===== config.mk =====
export PLATFORM = sky130hd
export DESIGN_NAME = pcs_am_insert
export DESIGN_NICKNAME = d
export VERILOG_FILES = /design/src/rtl/pcs_am_insert.sv
export SDC_FILE = /design/constraint.sdc
export NUM_CORES = 1
export LEC_CHECK = 0
export CORE_AREA = 2 2 206 208
export CTS_BUF_LIST = sky130_fd_sc_hd__clkbuf_4 sky130_fd_sc_hd__clkbuf_8 sky130_fd_sc_hd__clkbuf_16
export CTS_CLUSTER_SIZE = 14
export DETAILED_ROUTE_END_ITERATION = 10
export DIE_AREA = 0 0 208 210
export SYNTH_ARGS = -nofsm -noshare
export SYNTH_HDL_FRONTEND = slang
export SYNTH_SLANG_ARGS = --single-unit

===== constraint.sdc =====
create_clock -name clk -period 1.7 [get_ports clk]
set_input_delay 0.34 -clock clk [delete_from_list [all_inputs] [get_ports clk]]
set_output_delay 0.34 -clock clk [all_outputs]
set_load 0.02 [all_outputs]

===== src/rtl/pcs_am_insert.sv =====
// pcs_am_insert -- multi-lane PCS transmit alignment-marker inserter.
//
// Sits between per-lane 64b/66b encode+scramble and the PMA gearbox. Every
// GAP_N payload cycles one output cycle carries a per-lane alignment marker
// (all lanes at once) and the upstream is stalled through ready_o.
//
// Optional feature macro: PCS_AM_BIP_EN
//   defined   -> per-lane BIP8 accumulators fill the BIP3/BIP7 marker bytes
//   undefined -> BIP3 = 0x00, BIP7 = 0xFF in every marker
//
// Ports
//   clk      clock
//   reset    synchronous, active-high reset
//   head_i   [LANE_N*HEAD_W] per-lane sync header (bit 0 sent first)
//   data_i   [LANE_N*DATA_W] per-lane scrambled payload (bits [7:0] = byte 0)
//   ready_o  input consumed this cycle (combinational from the counter)
//   head_o   [LANE_N*HEAD_W] registered output header
//   data_o   [LANE_N*DATA_W] registered output payload
//   am_v_o   current output is an alignment marker

// Per-lane datapath: output block register plus optional BIP8 accumulator.
module pcs_am_lane #(
  parameter int          DATA_W = 64,
  parameter int          HEAD_W = 2,
  parameter logic [23:0] AM     = 24'h477690   // {M2,M1,M0}
)(
  input  logic              clk,
  input  logic              reset,
  input  logic              mark,
  input  logic [HEAD_W-1:0] src_head,
  input  logic [DATA_W-1:0] src_data,
  output logic [HEAD_W-1:0] blk_head,
  output logic [DATA_W-1:0] blk_data
);
  localparam logic [HEAD_W-1:0] AM_HEAD = HEAD_W'(1);  // control header 2'b01

  logic [7:0]        bip3;
  logic [DATA_W-1:0] am_blk;

`ifdef PCS_AM_BIP_EN
  logic [7:0] bip_q;
  logic [7:0] par;

  // Column parity of one block: byte-wise XOR fold, header bits land on 3/4.
  always_comb begin
    par = '0;
    for (int b = 0; b < DATA_W/8; b++) par = par ^ src_data[8*b +: 8];
    par[3] = par[3] ^ src_head[0];
    par[4] = par[4] ^ src_head[1];
  end

  // A marker's payload folds to 0x00 (each byte meets its complement), so
  // the only parity it contributes is its header bit 0 -> constant 0x08.
  always_ff @(posedge clk) begin
    if (reset)     bip_q <= '0;
    else if (mark) bip_q <= 8'h08;
    else           bip_q <= bip_q ^ par;
  end

  assign bip3 = bip_q;
`else
  assign bip3 = 8'h00;
`endif

  // Bytes 0..7 = M0, M1, M2, BIP3, ~M0, ~M1, ~M2, ~BIP3
  assign am_blk = {~bip3, ~AM[23:16], ~AM[15:8], ~AM[7:0],
                    bip3,  AM[23:16],  AM[15:8],  AM[7:0]};

  always_ff @(posedge clk) begin
    if (reset) begin
      blk_head <= '0;
      blk_data <= '0;
    end else if (mark) begin
      blk_head <= AM_HEAD;
      blk_data <= am_blk;
    end else begin
      blk_head <= src_head;
      blk_data <= src_data;
    end
  end
endmodule

module pcs_am_insert #(
  parameter int                   LANE_N  = 4,
  parameter int                   DATA_W  = 64,
  parameter int                   HEAD_W  = 2,
  parameter int                   GAP_N   = 16383,
  parameter logic [LANE_N*24-1:0] AM_LANE = 96'h3D79A2_9B65C5_E6C4F0_477690
)(
  input  logic                     clk,
  input  logic                     reset,
  input  logic [LANE_N*HEAD_W-1:0] head_i,
  input  logic [LANE_N*DATA_W-1:0] data_i,
  output logic                     ready_o,
  output logic [LANE_N*HEAD_W-1:0] head_o,
  output logic [LANE_N*DATA_W-1:0] data_o,
  output logic                     am_v_o
);
  localparam int            CW      = $clog2(GAP_N + 1);
  localparam logic [CW-1:0] CNT_MAX = CW'(GAP_N);

  logic [CW-1:0] cnt_q;
  logic          mark;

  // Count 0 is the marker slot; the counter resets to it, so the first cycle
  // out of reset always emits a marker.
  assign mark    = (cnt_q == '0);
  assign ready_o = ~mark;

  always_ff @(posedge clk) begin
    if (reset) begin
      cnt_q  <= '0;
      am_v_o <= 1'b0;
    end else begin
      cnt_q  <= (cnt_q == CNT_MAX) ? '0 : cnt_q + CW'(1);
      am_v_o <= mark;
    end
  end

  for (genvar l = 0; l < LANE_N; l++) begin : g_lane
    pcs_am_lane #(
      .DATA_W (DATA_W),
      .HEAD_W (HEAD_W),
      .AM     (AM_LANE[24*l +: 24])
    ) u_lane (
      .clk      (clk),
      .reset    (reset),
      .mark     (mark),
      .src_head (head_i[HEAD_W*l +: HEAD_W]),
      .src_data (data_i[DATA_W*l +: DATA_W]),
      .blk_head (head_o[HEAD_W*l +: HEAD_W]),
      .blk_data (data_o[DATA_W*l +: DATA_W])
    );
  end
endmodule

==> impl_metrics.toml, run 1 <==
[run_status]
outcome = "finished, violations left"
violations = "negative setup slack"

[finish]
seqCellArea_mm2 = 0.00559
multiInputGateArea_mm2 = 0.00250
fin_util_pct = 39.3
design_area_mm2 = 0.0163
nNetsFinal = 1634
final_cell_mix = "277 x dfxtp_1, 264 x clkdlybuf4s50_1, 264 x dlygate4sd2_1, 137 x inv_1, 128 x and2_4"
final_common_cell = "dfxtp_1"
areaGrowthSynthToFinish_pct = 92.8
drive_above_1_share_pct = 23.1
layout.cells.non_filler = 1930
nFillCells = 4085
diodes = 0

[global_routing]
grt_max_degree = 56
first_global_vias = 7538
antenna_found_initial = 1
track_usage_pct = 14.1
grt_pass1_wl_mm = 46.6
grt_overflow = 0

[clock_network]
cts_tree = "built"
clockRootBuffer = "clkbuf_16"
cts_buffer_depth = 3
insertion_delay_ps = 540
cts_sinks = 279
numCtsBuffers = 34
clk_pin_slew_ps = 60
cts_htree_levels = 2

[setup_path]
cp_max_fo = 2
startpoint_type = "register"
end_kind = "output pin"
required_ps = 1360
crit_type = "register to output pin"
arrival_ps = 1600

[drt]
wl_per_cell_um = 17.5
viasPerCell = 3.83
ant_nets = 0
vias = 7384
wl_mm = 33.7
drtIter0Drc = 209
drc = 0
dr.pass1.iters = 4

[placement]
numPortBuffers = 531
place_inst = 1845
post-dp-hpwl_mm = 22.8
placed_cell_area_mm2 = 0.0146
post-place-ws_ps = -195
gp_congestion = 0.792

[timing]
rsz0062_at_grt = "true"
skew_ps = 14.5
worst_slack_ps = -237
final-hold-violation-count = 0
slew_headroom_pct = 69.8
slew_viol_final = 0
max_freq_ghz = 0.516
tightest_slew_ps = 452
finalSetupViolCount = 133
timing.final.crit_share_pct = 114
fin_crit_ps = 1940

[power_and_ir_drop]
power.density_mw_per_mm2 = 1140
p_leak_nw = 7.82
finalPower_mw = 18.6
ir_drop_mv = 0.689

[synth]
synth_warnings = 0
synth_area_mm2 = 0.00846
syn_area_per_cell_um2 = 10.8
seq_area_frac_synth_pct = 66.0
synth_nets = 1053
yosysTopAreaCell = "dfxtp_1"
synth.area.top_cells = "dfxtp_1 66%, and2_1 9.8%, a21oi_2 6.2%, inv_1 6.2%, a21oi_1 4.8%"
yosysTopAreaCellShare_pct = 66.0
synth_cell_types = 30
syn_inst = 785
synth-seq-cells = 279

[floorplan]
die_w_um = 208
io_pins = 532
row_count = 75
core_area_mm2 = 0.0415
die_h_um = 210
initial_utilization_pct = 20.4
dieArea_mm2 = 0.0437

[flow_run]
drv_cap = 0

[hold_path]
hold_path_class = "primary input to register"
==> worst paths after layout <==
path | end | startpoint | slack (ps) | cells past startpoint
worst min-delay path | cnt_q[12] | reset | 40 | 2
worst max-delay path | ready_o | cnt_q[1] | -240 | 5
worst min register to register | cnt_q[0] | cnt_q[0] | 530 | 2
worst max register to register | g_lane[0].u_lane.blk_data[11] | cnt_q[1] | -170 | 8
==> critical path, cell delays in order, from the launching register on <==
cell and delay [ps]:
dfxtp_2 320, inv_2 70, ha_4 120, nor4b_4 250
nand4_4 130, buf_6 160
==> what timing repair did <==
item	4_1_cts	5_1_grt
hold buffers	0	0
gates cloned	7	15
setup endpoints to repair	510	222
setup buffers	6	1
gates resized for setup	298	129
pin swaps	13	103
==> registers in the layout (all words and copies together), names as in the netlist <==
signal                  cells
g_lane.u_lane.blk_data    256
g_lane.u_lane.blk_head      8
am_v_o                      1
cnt_q                      14
==> synthesized netlist by cell type <==
| library cell | count |
|---|---|
| inv_1 | 139 |
| buf_1 | 1 |
| or3_1 | 4 |
| buf_2 | 11 |
| dfxtp_1 | 279 |
| clkbuf_1 | 26 |
| xor2_1 | 1 |
| buf_6 | 6 |
| nand4_1 | 3 |
| nor4b_2 | 1 |
| nor3_1 | 1 |
| ha_1 | 2 |
| buf_4 | 1 |
| o211ai_1 | 1 |
| a41oi_2 | 1 |
| xnor2_1 | 2 |
| nor2_1 | 7 |
| a21oi_2 | 60 |
| a21oi_1 | 81 |
| nand3_1 | 4 |
| o21ai_0 | 4 |
| or4_1 | 5 |
| o41ai_4 | 1 |
| and2_1 | 132 |
| nand2_1 | 4 |
| nor4_4 | 1 |
| o31ai_1 | 4 |
| nand4_2 | 1 |
| o311ai_0 | 1 |
| or3b_2 | 1 |
==> kinds of logic after synthesis <==
family / count (synthesis) / share of synthesized area, %
AO/OA/AOI/OAI: 153 / 12.3
XOR/XNOR: 3 / 0.311
adder cells (fa/ha/maj): 2 / 0.296
buffers and inverters: 184 / 8.90
flip-flops: 279 / 66.0
AND/OR/NAND/NOR: 164 / 12.2
==> through the flow <==
| step | hold slack [ps] | TNS [ps] |
|---|---|---|
| floorplan | 441 | 0 |
| global placement | 529 | -14050 |
| detailed placement | 537 | -14290 |
| CTS | 11.7 | -656 |
| global route | 23.3 | -28760 |
| finish | 42.6 | -17660 |
==> report_power, final <==
| part | internal [mW] | switching, mW |
|---|---|---|
| clock network | 4.38 | 2.91 |
| registers | 7.14 | 0.147 |
| logic | 2.01 | 2.05 |
==> area by class of cell <==
class	instances	share of cell area, %
Multi-Input combinational cell	322	15.3
Sequential cell	279	34.3
Clock buffer	51	6.30
Inverter	139	3.20
Timing Repair Buffer	590	36.1
Tap cell	539	4.13
Clock inverter	10	0.660
==> metal layers <==
metal / share of wire (%) / global-route usage, % / vias up
met2: 51 / 24.7 / 317
met1: 39 / 15.5 / 3430
met5: 0 / 0 / -
met3: 8.0 / 5.59 / 52
met4: 2.6 / 5.06 / 0
li1: - / - / 3585
No activity file was read; power rests on OpenSTA's default activity.
==> run 2: changes to the inputs <==
Settings changed: SKIP_LAST_GASP from default to 1.
==> run 2 against run 1 <==
  * The run still ends with negative setup slack left
  * Die area did not move
  * Sequential power barely moved
  * Fmax barely moved
  * Critical path type unchanged
  * Cell count did not move
  * Via count fell by 0.22%
  * Critical endpoint unchanged
  * Final area fell by 0.31%
  * Largest cell class unchanged
  * Non-clock buffer count did not move
  * Clock skew barely moved
  * Clock-buffer cell count did not move
  * Combinational power fell by 1%
  * Largest power group unchanged
==> impl_metrics.toml, run 2 (synthesized netlist as in run 1, its figures left out) <==
[setup_path]
worst_path_max_delay_cell = "dfxtp_2"
end_kind = "output pin"
cp_slowest_stage_delay_ps = 320
arrival_ps = 1600
crit_chain = "inv_2 -> ha_4 -> nor4b_4 -> nand4_4 -> buf_6"
cp_max_fo = 2
required_ps = 1360
crit_type = "register to output pin"
startpoint_type = "register"

[drt]
vias = 7368
dr.pass1.iters = 4
drtIter0Drc = 223
ant_nets = 0
drc = 0
wl_mm = 33.7
wl_per_cell_um = 17.4
viasPerCell = 3.82

[clock_network]
cts_buffer_depth = 3
cts_sinks = 279
insertion_delay_ps = 540
numCtsBuffers = 34
clk_pin_slew_ps = 60
clockRootBuffer = "clkbuf_16"
cts_tree = "built"
cts_htree_levels = 2
ctsHoldBuffers = 0

[timing]
fin_crit_ps = 1940
rsz0062_at_grt = "true"
max_freq_ghz = 0.516
timing.final.crit_share_pct = 114
finalSetupViolCount = 133
slew_viol_final = 0
setup_tns_ps = -17590
final-hold-violation-count = 0
hold_slack_ps = 43.7
slew_headroom_pct = 69.8
skew_ps = 14.7
worst_slack_ps = -237
tightest_slew_ps = 452

[finish]
diodes = 0
layout.cells.non_filler = 1930
multiInputGateArea_mm2 = 0.00245
areaGrowthSynthToFinish_pct = 92.2
regMostFlops = "g_lane.u_lane.blk_data"
largest_register_ffs = 256
drive_above_1_share_pct = 21.7
final_cell_mix = "277 x dfxtp_1, 264 x clkdlybuf4s50_1, 264 x dlygate4sd2_1, 137 x inv_1, 108 x and2_4"
nNetsFinal = 1634
final_common_cell = "dfxtp_1"
top_regs = "g_lane.u_lane.blk_data x256, cnt_q x14, g_lane.u_lane.blk_head x8"
seqCellArea_mm2 = 0.00559
nFillCells = 4100

[power_and_ir_drop]
power.density_mw_per_mm2 = 1140
ir_drop_mv = 0.689
p_leak_nw = 7.79

[global_routing]
grt_overflow = 0
grt_pass1_wl_mm = 46.6
grt_use_met2_pct = 24.7
use_met1_pct = 15.5
antenna_found_initial = 1
grt_max_degree = 56
grt_util_met3_pct = 5.59
busiest_layer = "met2"
track_usage_pct = 14.1
first_global_vias = 7535

[run_status]
violations = "negative setup slack"
outcome = "finished, violations left"

[floorplan]
core_area_mm2 = 0.0415
die_h_um = 210
initial_utilization_pct = 20.4
dieArea_mm2 = 0.0437
row_count = 75
io_pins = 532
die_w_um = 208

[placement]
numPortBuffers = 531
post-dp-hpwl_mm = 22.8
place_inst = 1845
post-place-ws_ps = -195
gp_congestion = 0.792

[hold_path]
hold_path_class = "primary input to register"

[flow_run]
drv_cap = 0
## run 2: changes by cell type in the layout (fill, tap and decap cells not counted)
cell,delta
and2_1,+20
and2_4,-20
## run 2: layout make-up
cell class	instances	share of cell area, %
Timing Repair Buffer	590	36.3
Clock buffer	51	6.32
Tap cell	539	4.15
Inverter	139	3.21
Clock inverter	10	0.662
Multi-Input combinational cell	322	15.0
Sequential cell	279	34.4
## run 2: worst paths after layout
check                              start  slack [ps]  cells past startpoint                            end
worst min register to register  cnt_q[0]         530                      2                       cnt_q[0]
worst max-delay path            cnt_q[1]        -240                      5                        ready_o
worst max register to register  cnt_q[1]        -170                      8  g_lane[0].u_lane.blk_data[11]
worst min-delay path               reset          40                      2                      cnt_q[12]
## run 2: worst max-delay path, delay by kind of cell (launching register included)
family        cells  cell delay, ps
simple gates      2             380
flops             1             320
fa+ha+maj         1             120
buf+inv           2             230
## run 2: report_power, final
part | total, mW | internal (mW) | switching [mW]
clock network | 7.29 | 4.38 | 2.91
logic | 4.02 | 1.98 | 2.04
registers | 7.29 | 7.14 | 0.147
total | 18.6 | 13.5 | 5.10
## run 2: repair_timing
action                     4_1_cts  5_1_grt
setup endpoints to repair      510      222
pin swaps                       11      105
setup buffers                    6        1
gates resized for setup        297      110
cloned                           7       15
## run 2: stage by stage
stage	utilization [%]	power [mW]	area [µm²]
after detailed placement	35.1	11.2	14600
after global placement	35.1	11.2	14600
after CTS	37.8	18.4	15700
after floorplan	-	9.07	8460
final	39.2	18.6	16300
after global routing	39.2	19.4	16300
## run 2: layer usage
layer / wire length [µm] / vias to the layer above / part of all wire (%)
met5: 0 / - / 0
met4: 896 / 0 / 2.7
met3: 2720 / 52 / 8.1
met2: 17100 / 318 / 51
met1: 12900 / 3416 / 38
li1: - / 3582 / -
==> run 3: changes to the inputs <==
Settings changed: PLACE_DENSITY from default to 0.64.
==> run 3 against run 2 <==
  * The flow still finishes with violations (negative setup slack)
  * Final area is 0.65% higher
  * Fmax decreased by 1.1%
  * Largest cell class unchanged
  * Worst hold slack lost 4.6 ps
  * Highest routed layer is now met5
  * Sequential power is essentially flat
  * First-iteration DRC count fell by 6.3%
  * Worst setup slack got worse by 22 ps
==> impl_metrics.toml, run 3 (synthesized netlist as in run 1, its figures left out) <==
[timing]
fin_crit_ps = 1960
tightest_slew_ps = 427
hold_slack_ps = 39.0
max_freq_ghz = 0.510
skew_ps = 15.1
worst_slack_ps = -259
slew_viol_final = 0
finalSetupViolCount = 224
timing.final.crit_share_pct = 115
rsz0062_at_grt = "true"
slew_headroom_pct = 71.6
final-hold-violation-count = 0

[clock_network]
clockRootBuffer = "clkbuf_16"
numCtsBuffers = 34
cts_sinks = 279
clk_pin_slew_ps = 60
ctsHoldBuffers = 0
cts_buffer_depth = 3
cts_htree_levels = 2
cts_tree = "built"
insertion_delay_ps = 520

[power_and_ir_drop]
power.density_mw_per_mm2 = 1120
finalPower_mw = 18.4
p_leak_nw = 7.83
ir_drop_mv = 0.672

[drt]
drc = 0
viasPerCell = 3.83
vias = 7428
dr.pass1.iters = 5
wl_mm = 33.6
ant_nets = 0
wl_per_cell_um = 17.3
drtIter0Drc = 209

[floorplan]
row_count = 75
die_w_um = 208
die_h_um = 210
initial_utilization_pct = 20.4
io_pins = 532
dieArea_mm2 = 0.0437
core_area_mm2 = 0.0415

[finish]
regMostFlops = "g_lane.u_lane.blk_data"
largest_register_ffs = 256
areaGrowthSynthToFinish_pct = 93.4
nNetsFinal = 1646
final_cell_mix = "277 x dfxtp_1, 264 x clkdlybuf4s50_1, 264 x dlygate4sd2_1, 137 x inv_1, 105 x and2_4"
final_common_cell = "dfxtp_1"
layout.cells.non_filler = 1940
top_regs = "g_lane.u_lane.blk_data x256, cnt_q x14, g_lane.u_lane.blk_head x8"
drive_above_1_share_pct = 22.4
fin_util_pct = 39.5

[global_routing]
antenna_found_initial = 1
first_global_vias = 7630
grt_max_degree = 66
track_usage_pct = 14.6
grt_pass1_wl_mm = 47.9
grt_overflow = 0

[setup_path]
crit_type = "register to output pin"
startpoint_type = "register"
cp_max_fo = 2
arrival_ps = 1620
end_kind = "output pin"
required_ps = 1360

[hold_path]
hold_path_class = "primary input to register"

[placement]
gp_congestion = 0.811
place_inst = 1847
post-dp-hpwl_mm = 22.4
post-place-ws_ps = -221
numPortBuffers = 531

[run_status]
outcome = "finished, violations left"
violations = "negative setup slack"

[flow_run]
drv_cap = 0
[run 3: per-layer routing]
| metal | GRT usage, % | vias up | part of all wire [%] |
|---|---|---|---|
| li1 | - | 3613 | - |
| met1 | 16.2 | 3460 | 38 |
| met2 | 26.3 | 302 | 52 |
| met3 | 5.18 | 51 | 8.3 |
| met4 | 4.38 | 2 | 2.2 |
| met5 | 0 | - | 0.039 |
[run 3: cell type report]
| cell class | count | area [µm²] |
|---|---|---|
| multi-input combinational | 322 | 2450 |
| fill | 4134 | 25100 |
| timing repair buffer | 602 | 6040 |
| inverter | 139 | 522 |
| clock inverter | 11 | 86.3 |
| antenna | 1 | 2.50 |
| clock buffer | 47 | 998 |
| tap | 539 | 674 |
| sequential | 279 | 5590 |
[run 3: stage by stage]
stage | cell area (µm²) | TNS [ps]
after floorplan | 8460 | 0
after global placement | 14600 | -33190
after detailed placement | 14600 | -39580
after CTS | 16100 | -41190
after global routing | 16400 | -38460
final | 16400 | -18400
[run 3: timing repair]
action,in CTS,in global routing
setup endpoints to repair,514,265
endpoints found under the hold margin,0,0
buffers inserted,17,4
resized for setup,318,104
cloned,17,2
pin swaps,7,108
[run 3: final timing paths]
check,slack [ps],depth (start not counted),startpoint,end
hold / removal,40,2,reset,cnt_q[12]
hold reg to reg,600,2,cnt_q[13],cnt_q[13]
setup / recovery,-260,6,cnt_q[1],ready_o
setup reg to reg,-190,11,cnt_q[1],g_lane[3].u_lane.blk_data[0]
[run 3: worst max-delay path, cell delays in order, from the launching register on]
cell	delay, ps
dfxtp_2	320
inv_2	70
ha_4	120
nor4b_4	170
buf_4	160
nand4_4	90
buf_6	160
[run 3: power by group]
part / total, mW / leakage [nW] / switching [mW] / internal, mW
Sequential: 7.29 / 2.32 / 0.147 / 7.14
Combinational: 4.12 / 4.97 / 2.07 / 2.05
Clock: 6.95 / 0.540 / 2.83 / 4.13
Total: 18.4 / 7.83 / 5.04 / 13.3
